## config.mk

```make
export PLATFORM = sky130hd
export DESIGN_NAME = stopwatch_ctrl
export DESIGN_NICKNAME = d
export VERILOG_FILES = /design/src/rtl/stopwatch_ctrl.sv
export SDC_FILE = /design/constraint.sdc
export NUM_CORES = 1
export LEC_CHECK = 0
export BUFFER_PORTS_ARGS = -buffer_cell sky130_fd_sc_hd__buf_4
export CAP_MARGIN = 20
export CORE_ASPECT_RATIO = 0.7
export CORE_MARGIN = 5
export CORE_UTILIZATION = 65
export CTS_CLUSTER_DIAMETER = 200
export CTS_CLUSTER_SIZE = 20
export DETAILED_ROUTE_END_ITERATION = 12
export HOLD_SLACK_MARGIN = 0.03
export PLACE_DENSITY = 0.89
export SYNTH_ARGS = -nofsm -noshare
export SYNTH_HDL_FRONTEND = slang
export SYNTH_SLANG_ARGS = --single-unit
export TNS_END_PERCENT = 50
```

## constraint.sdc

```tcl
create_clock -name clk -period 4.07 [get_ports clk]
set_input_delay 0.2035 -clock clk [delete_from_list [all_inputs] [get_ports clk]]
set_output_delay 0.2035 -clock clk [all_outputs]
set_load 0.02 [all_outputs]
```

## src/rtl/stopwatch_ctrl.sv

```systemverilog
// stopwatch_ctrl: key conditioning, IDLE/RUN/LAP/STOP FSM and tick prescaler.
// Define STOPWATCH_CTRL_DEBOUNCE_EN to enable the key debouncers.
module stopwatch_ctrl #(
  parameter int TICK_DIV     = 50000000,
  parameter int DEBOUNCE_CYC = 1000000
) (
  input  logic       clk,
  input  logic       aclr,
  input  logic       key_start_n,
  input  logic       key_lap_n,
  output logic       tick,
  output logic       clr,
  output logic       running,
  output logic       freeze,
  output logic [1:0] state
);

`ifdef STOPWATCH_CTRL_DEBOUNCE_EN
  localparam int DB_N = DEBOUNCE_CYC;
`else
  // Bypass: accept any changed sample at once; DEBOUNCE_CYC has no effect.
  localparam int DB_N = (DEBOUNCE_CYC > 0) ? 1 : 1;
`endif

  localparam int CW = (DB_N > 1) ? $clog2(DB_N) : 1;
  localparam int PW = $clog2(TICK_DIV);
  localparam logic [CW-1:0] DB_LAST = CW'(DB_N - 1);
  localparam logic [PW-1:0] P_LAST  = PW'(TICK_DIV - 1);

  typedef enum logic [1:0] {
    IDLE = 2'b00,
    RUN  = 2'b01,
    LAP  = 2'b10,
    STOP = 2'b11
  } state_e;

  logic [1:0]         keys;
  logic [1:0]         s1_q, s2_q;
  logic [1:0]         db_q, prev_q;
  logic [1:0]         arm_q, vld_q;
  logic [1:0][CW-1:0] cnt_q;
  logic [1:0]         press;
  logic               s_p, l_p;

  state_e         state_q;
  logic           tick_q, clr_q;
  logic           run_q, frz_q;
  logic [PW-1:0]  psc_q;

  assign keys = {key_lap_n, key_start_n};

  always_ff @(posedge clk or negedge aclr) begin
    if (!aclr) begin
      s1_q   <= '1;
      s2_q   <= '1;
      db_q   <= '1;
      prev_q <= '1;
      arm_q  <= '0;
      vld_q  <= '0;
      cnt_q  <= '0;
    end else begin
      s1_q   <= keys;
      s2_q   <= s1_q;
      prev_q <= db_q;
      vld_q  <= {vld_q[0], 1'b1};
      for (int k = 0; k < 2; k++) begin
        // Arm only after a genuine released sample: keys held through reset stay quiet.
        arm_q[k] <= arm_q[k] | (vld_q[1] & s2_q[k] & db_q[k]);
        if (s2_q[k] == db_q[k]) begin
          cnt_q[k] <= '0;
        end else if (cnt_q[k] == DB_LAST) begin
          db_q[k]  <= s2_q[k];
          cnt_q[k] <= '0;
        end else begin
          cnt_q[k] <= cnt_q[k] + 1'b1;
        end
      end
    end
  end

  assign press = prev_q & ~db_q & arm_q;
  assign s_p   = press[0];
  assign l_p   = press[1];

  always_ff @(posedge clk or negedge aclr) begin
    if (!aclr) begin
      state_q <= IDLE;
      tick_q  <= 1'b0;
      clr_q   <= 1'b0;
      run_q   <= 1'b0;
      frz_q   <= 1'b0;
      psc_q   <= '0;
    end else begin
      tick_q <= run_q && (psc_q == P_LAST);
      clr_q  <= 1'b0;
      if (run_q)
        psc_q <= (psc_q == P_LAST) ? '0 : psc_q + 1'b1;
      else if (state_q == IDLE)
        psc_q <= '0;
      unique case (state_q)
        IDLE: begin
          if (s_p) begin
            state_q <= RUN;
            run_q   <= 1'b1;
          end else if (l_p) begin
            clr_q   <= 1'b1;
          end
        end
        RUN: begin
          if (s_p) begin
            state_q <= STOP;
            run_q   <= 1'b0;
          end else if (l_p) begin
            state_q <= LAP;
            frz_q   <= 1'b1;
          end
        end
        LAP: begin
          if (s_p) begin
            state_q <= STOP;
            run_q   <= 1'b0;
            frz_q   <= 1'b0;
          end else if (l_p) begin
            state_q <= RUN;
            frz_q   <= 1'b0;
          end
        end
        STOP: begin
          if (s_p) begin
            state_q <= RUN;
            run_q   <= 1'b1;
          end else if (l_p) begin
            state_q <= IDLE;
            clr_q   <= 1'b1;
            psc_q   <= '0;
          end
        end
        default: state_q <= IDLE;
      endcase
    end
  end

  assign tick    = tick_q;
  assign clr     = clr_q;
  assign running = run_q;
  assign freeze  = frz_q;
  assign state   = state_q;

endmodule

```

==> results of run 1 <==
## kinds of logic after synthesis
logic type      count (synthesis)  synth area share [%]
compound gates                 62                  18.0
xor+xnor                        1                 0.376
fa+ha+maj                       6                  3.23
buf+inv                        17                  4.57
flops                          44                  47.7
mux                             2                 0.914
other cells                     1                 0.161
simple gates                   97                  25.0
## synthesized netlist by cell type (all sizes together) (2+ instances only)
master and n:
nor4 3, or3 4, nor3 4, nor4b 2, and4 7, dfrtp 36, o31a 2, dfstp 8
nand4 8, ha 6, and3 6, clkbuf 4, a21oi 14, nand3b 2, a31o 2, nand2b 6
nand3 15, a31oi 21, buf 7, nor2 13, nand2 24, a41oi 3, inv 6, o21ai 10
## sequential cells by signal, summed over array words and instances (netlist names)
register,count
freeze,1
s1_q,2
psc_q,26
arm_q,2
prev_q,2
tick,1
vld_q,2
state,2
s2_q,2
running,1
db_q,2
clr,1
## through the flow
stage	util, %	hold slack, ns
detailed placement	68.2	0.216
finish	72.4	0.362
floorplan	-	-0.0921
global placement	68.2	0.220
CTS	72.4	0.355
global route	72.4	0.370
## worst register-to-register path: cells and delay by family (launching register included)
| family | cells | cell delay (ns) |
|---|---|---|
| AO/OA/AOI/OAI | 2 | 0.30 |
| AND/OR/NAND/NOR | 3 | 1.36 |
| flip-flops | 1 | 0.55 |
## how the worst min path moves through the flow
stage	start	slack, ns	end
after global routing	s1_q[0]$_DFF_PN1_	0.37	s2_q[0]$_DFF_PN1_
final	vld_q[0]$_DFF_PN0_	0.36	vld_q[1]$_DFF_PN0_
after floorplan	aclr	-0.09	arm_q[0]$_DFF_PN0_
after CTS	vld_q[0]$_DFF_PN0_	0.36	vld_q[1]$_DFF_PN0_
after detailed placement	aclr	0.22	vld_q[0]$_DFF_PN0_
after global placement	aclr	0.22	vld_q[0]$_DFF_PN0_
## power groups by stage
stage	Sequential (mW)	Clock [mW]	Combinational (mW)
global placement	0.542	0	0.416
floorplan	0.560	0	0.312
detailed placement	0.546	0	0.426
CTS	0.538	0.343	0.432
global route	0.549	0.366	0.478
finish	0.541	0.342	0.439
## per-layer routing
layer,track usage (%),share of wire (%),routed length (um),vias up
li1,-,-,-,894
met1,33.4,47,2320,895
met2,31.7,42,2060,91
met3,5.57,8.7,426,12
met4,8.19,1.8,88,0
met5,0,0,0,-
## area by class of cell
type | instances | area share [%]
multi-input cells | 169 | 43.9
repair buffers | 13 | 4.16
clock inverters | 3 | 1.88
flip-flops and latches | 44 | 44.0
inverters | 6 | 0.891
clock buffers | 5 | 2.72
well taps | 50 | 2.48
==> flow_summary.json, run 1 <==
{
  "outcome": "finished, final reports clean",
  "crit_arrival_ns": 2.51,
  "ant_nets": 0,
  "htreeDepth": 2,
  "grt_overflow": 0,
  "fill_cells": 261,
  "layout_commonest_cell": "dfrtp_1",
  "coreArea_sq_um": 3490,
  "clock.fmax_mhz": 438,
  "post-cts-setup-buffers": 0,
  "syn-cell-area_sq_um": 2330,
  "crit_path_max_incr_delay_ns": 0.86,
  "port_buffers": 9,
  "die_h_um": 60.1,
  "clock_latency_ns": 0.30,
  "diodes": 0,
  "period_share_pct": 56.1,
  "postPlaceCellArea_sq_um": 2380,
  "place_inst": 279,
  "leakagePower_nw": 1.06,
  "hold_violations": 0,
  "synthArstFlopShare_pct": 100,
  "cts_tree": "built",
  "synth_area_leaders": "dfrtp_1 (39%), dfstp_2 (9.0%), a31oi_1 (5.6%)",
  "synthesis.nets": 240,
  "postSynthCellCount": 230,
  "cp.depth": 5,
  "ys_seq_area_share_pct": 47.7,
  "final.setup_skew_ns": 0.00649,
  "cp-endpoint": "psc_q[13]$_DFF_PN0_",
  "multiInputGateArea_sq_um": 1110,
  "cp-end-kind": "flop",
  "io_pins": 10,
  "cts-buffers-inserted": 5,
  "hold_depth": 0,
  "cts_hold_buf": 3,
  "cts_num_sinks": 44,
  "clkPwrFrac_pct": 25.8,
  "instances_no_fill": 290,
  "vias": 1892,
  "finalSetupTns_ns": 0,
  "grt_pass1_wl_mm": 8.09,
  "root_buffer": "clkbuf_8",
  "worst_slew_pin_slew_ns": 1.11,
  "power_mw": 1.32,
  "cts.clk_slew.worst_paths_ns": 0.08,
  "ff_latch_area_sq_um": 1110,
  "switchingPower_mw": 0.503,
  "wl_per_cell_um": 16.9,
  "startpoint": "db_q[1]$_DFFE_PN1P_",
  "pwr_density_cell_nw_per_um2": 523,
  "rrSetupSlack_ns": 1.79,
  "dr.pass1.iters": 6,
  "final_cell_mix": "dfrtp_1 (36), nand2_1 (24), a31oi_1 (21)",
  "synth_cell_types": 48,
  "avgSynthCellArea_sq_um": 10.1,
  "sw_frac_of_total_pct": 38.1,
  "synth_top_area_share_pct": 38.7,
  "slew_viol_final": 0,
  "track_usage_pct": 22.5,
  "initial_core_util_pct": 66.7,
  "ys_ff_latch": 44,
  "p_comb_share_pct": 33.2,
  "grt_antenna_before_repair": 0,
  "r2r-end": "psc_q[13]$_DFF_PN0_",
  "via_per_inst": 6.52,
  "r2r_cells": 5,
  "yosys.area.top_type": "dfrtp_1",
  "critical_path.max_fanout": 6,
  "place_congestion": 0.904,
  "ctsResizeCount": 0,
  "fin_nets": 249,
  "p_int_mw": 0.818,
  "clock_path_buffers": 2,
  "crit_path_cell_trace": "and3b_1 -> and3_1 -> nor3_1 -> a21oi_1 -> o2bb2ai_1",
  "fin_ws_ns": 1.79,
  "yosysWarningCount": 0,
  "rsz0062_at_grt": "false",
  "synthToLayoutAreaGrowth_pct": 8.60,
  "rr_startpoint": "db_q[1]$_DFFE_PN1P_",
  "drt_iter0_markers": 218,
  "slowest_stage": "nor3_1",
  "slew_headroom_pct": 25.6,
  "synth_edf_count": 0,
  "wirelength_mm": 4.90,
  "finalCriticalPeriod_ns": 2.28,
  "finalSetupViolations": 0,
  "die-area_sq_um": 4900,
  "grt_pass1_vias": 1659,
  "dp_slack_ns": 1.90,
  "cp-start-kind": "flop",
  "drive_gt1_share_pct": 16.7,
  "rows": 18,
  "dpl.hpwl_mm": 3.30,
  "ys.flop_type": "dfrtp_1",
  "crit_family": "simple AND/OR/NAND/NOR gates",
  "required_ns": 4.30,
  "ir_worst_vdd_mv": 0.343,
  "finish.instance_area_sq_um": 2530,
  "grt_max_degree": 45,
  "hold_path_class": "reg2reg",
  "p_seq_share_pct": 40.9,
  "drcViolationCount": 0,
  "crit_buf_inv": 0,
  "drv_cap": 0,
  "die_w_um": 81.5,
  "crit_type": "reg2reg"
}
Power figures use the tool's default switching activity.
==> inputs of run 2 (changes only) <==
ABC_AREA = 1   (was not set)
CORE_UTILIZATION = 56   (was 65)
PLACE_DENSITY = 0.82   (was 0.89)
clock period = 2 ns   (was 4.07 ns; I/O delays follow)
==> run 2 against run 1 <==
Effect of this change:
- sequential share of layout area is 5.9 points lower
- wire length is 25% higher
- core utilization is 10 points lower
- synthesized cell count increased by 55%
- setup slack worse by 1.5 ns
- critical path depth grew 3
- combinational power grew 92%
- non-clock buffer count up 3
- die area increased by 28%
- via count increased by 27%
- total power grew 97%
- largest cell class is now multi-input combinational cells
==> flow_summary.json, run 2 <==
{
  "outcome": "finished, final reports clean",
  "synthToLayoutAreaGrowth_pct": 9.54,
  "required_ns": 2.19,
  "grt_pass1_vias": 2221,
  "vias": 2403,
  "fin_util_pct": 62.0,
  "die_h_um": 67.7,
  "clock_latency_ns": 0.30,
  "yosysMostFrequentCell": "nand2_1",
  "cp-end-kind": "flop",
  "dpl.hpwl_mm": 4.39,
  "fin_ws_ns": 0.302,
  "grt_antenna_before_repair": 0,
  "instances_no_fill": 426,
  "yosys.area.top_type": "dfrtp_1",
  "io_pins": 10,
  "period_share_pct": 84.9,
  "ctsResizeCount": 0,
  "grt_overflow": 0,
  "drive_gt1_share_pct": 14.9,
  "cp-start-kind": "flop",
  "wl_per_cell_um": 14.4,
  "synth_top_area_share_pct": 33.8,
  "coreArea_sq_um": 4700,
  "via_per_inst": 5.64,
  "rr_startpoint": "psc_q[1]$_DFF_PN0_",
  "crit_arrival_ns": 1.89,
  "finalCriticalPeriod_ns": 1.70,
  "clock_path_buffers": 2,
  "leakagePower_nw": 1.19,
  "clock.fmax_mhz": 589,
  "finalSetupTns_ns": 0,
  "slew_headroom_pct": 63.2,
  "hold_path_class": "in2async",
  "postSynthCellCount": 357,
  "synth_edf_count": 0,
  "grt_max_degree": 45,
  "post-cts-setup-buffers": 0,
  "synth_area_leaders": "dfrtp_1 (34%), nand2_1 (14%), dfstp_2 (7.9%)",
  "fill_cells": 418,
  "switchingPower_mw": 0.942,
  "rows": 21,
  "yosysWarningCount": 0,
  "grt_pass1_wl_mm": 10.6,
  "sw_frac_of_total_pct": 36.1,
  "pwr_density_cell_nw_per_um2": 894,
  "slew_viol_final": 0,
  "final_cell_mix": "nand2_1 (99), nor2_1 (39), dfrtp_1 (36)",
  "rrSetupSlack_ns": 0.30,
  "regMostFlops": "psc_q",
  "ant_nets": 0,
  "cts.clk_slew.worst_paths_ns": 0.09,
  "drcViolationCount": 0,
  "startpoint": "psc_q[1]$_DFF_PN0_",
  "synth_cell_types": 31,
  "die_w_um": 92.4,
  "synthesis.nets": 367,
  "synthTopCellsByCount": "nand2_1 (99), nor2_1 (39), dfrtp_1 (36)",
  "p_int_mw": 1.66,
  "root_buffer": "clkbuf_8",
  "drv_cap": 0,
  "track_usage_pct": 21.8,
  "place_inst": 415,
  "rsz0062_at_grt": "false",
  "ir_worst_vdd_mv": 0.711,
  "p_comb_share_pct": 32.3,
  "cts_hold_buf": 3,
  "largest_reg_flops": 26,
  "layout_commonest_cell": "nand2_1",
  "fin_nets": 378,
  "worst_slew_pin_slew_ns": 0.551,
  "wirelength_mm": 6.13,
  "cts-buffers-inserted": 5,
  "cts_tree": "built",
  "synthArstFlopShare_pct": 100,
  "crit_type": "reg2reg",
  "hold_slack_ns": 0.320,
  "drt_iter0_markers": 245,
  "final.setup_skew_ns": 0.00802,
  "clkPwrFrac_pct": 26.3,
  "finalSetupViolations": 0,
  "ys_ff_latch": 44,
  "avgSynthCellArea_sq_um": 7.46,
  "p_seq_share_pct": 41.4,
  "port_buffers": 9,
  "syn-cell-area_sq_um": 2660,
  "critical_path.max_fanout": 5,
  "ys_seq_area_share_pct": 41.7,
  "place_congestion": 0.919,
  "htreeDepth": 2,
  "die-area_sq_um": 6260,
  "cts_num_sinks": 44,
  "diodes": 0,
  "dr.pass1.iters": 6,
  "dp_slack_ns": 0.335,
  "ys.flop_type": "dfrtp_1",
  "hold_violations": 0,
  "initial_core_util_pct": 56.6
}
==> run 2: cells by family (layout without fill, tap and decap cells) <==
group	after synthesis	after routing	synth area share (%)
AND/OR/NAND/NOR	211	211	36.9
buffers and inverters	46	58	7.24
AO/OA/AOI/OAI	45	45	9.87
flip-flops	44	44	41.7
adder cells (fa/ha/maj)	6	6	2.82
XOR/XNOR	4	4	1.32
other	1	1	0.141
==> run 2: critical path: stages (launching register included) <==
cell and delay (ns):
dfrtp_1 0.40, ha_1 0.22, nand3_1 0.09, nor2_1 0.24
nand2_1 0.15, nor2_1 0.13, nand2_1 0.16, nand3_1 0.13
a21oi_1 0.06
==> run 2: worst paths after layout <==
check                                      end  cells past startpoint
setup / recovery           psc_q[23]$_DFF_PN0_                      8
hold / removal              psc_q[9]$_DFF_PN0_                      2
setup reg to reg           psc_q[23]$_DFF_PN0_                      8
hold reg to reg             vld_q[1]$_DFF_PN0_                      0
max in group asynchronous    s2_q[0]$_DFF_PN1_                      2
min in group clk            vld_q[1]$_DFF_PN0_                      0
==> run 2: final cells by class <==
| type | count | area [sq um] | area share [%] |
|---|---|---|---|
| repair buffers | 16 | 140 | 4.80 |
| flip-flops and latches | 44 | 1110 | 38.1 |
| inverters | 34 | 128 | 4.38 |
| clock buffers | 6 | 72.6 | 2.49 |
| clock inverters | 2 | 35.0 | 1.20 |
| well taps | 57 | 71.3 | 2.45 |
| multi-input cells | 267 | 1360 | 46.6 |
==> run 2: power groups by stage <==
stage                     sequential, mW  combinational (mW)  clock [mW]
after floorplan                     1.13               0.501           0
after global placement              1.09               0.819           0
after detailed placement            1.10               0.835           0
after CTS                           1.08               0.844       0.698
after global routing                1.09               0.952       0.730
final                               1.08               0.842       0.685
==> run 2: through the flow <==
step	power, mW	area, sq um
after CTS	2.62	2920
after floorplan	1.64	2660
after detailed placement	1.93	2780
final	2.61	2920
after global placement	1.91	2780
after global routing	2.78	2920
==> run 2: routing by layer <==
layer	vias to the layer above	track usage [%]	wire [um]
li1	1172	-	-
met1	1109	32.5	2990
met2	108	31.9	2590
met3	14	4.34	454
met4	0	6.67	103
met5	-	0	0
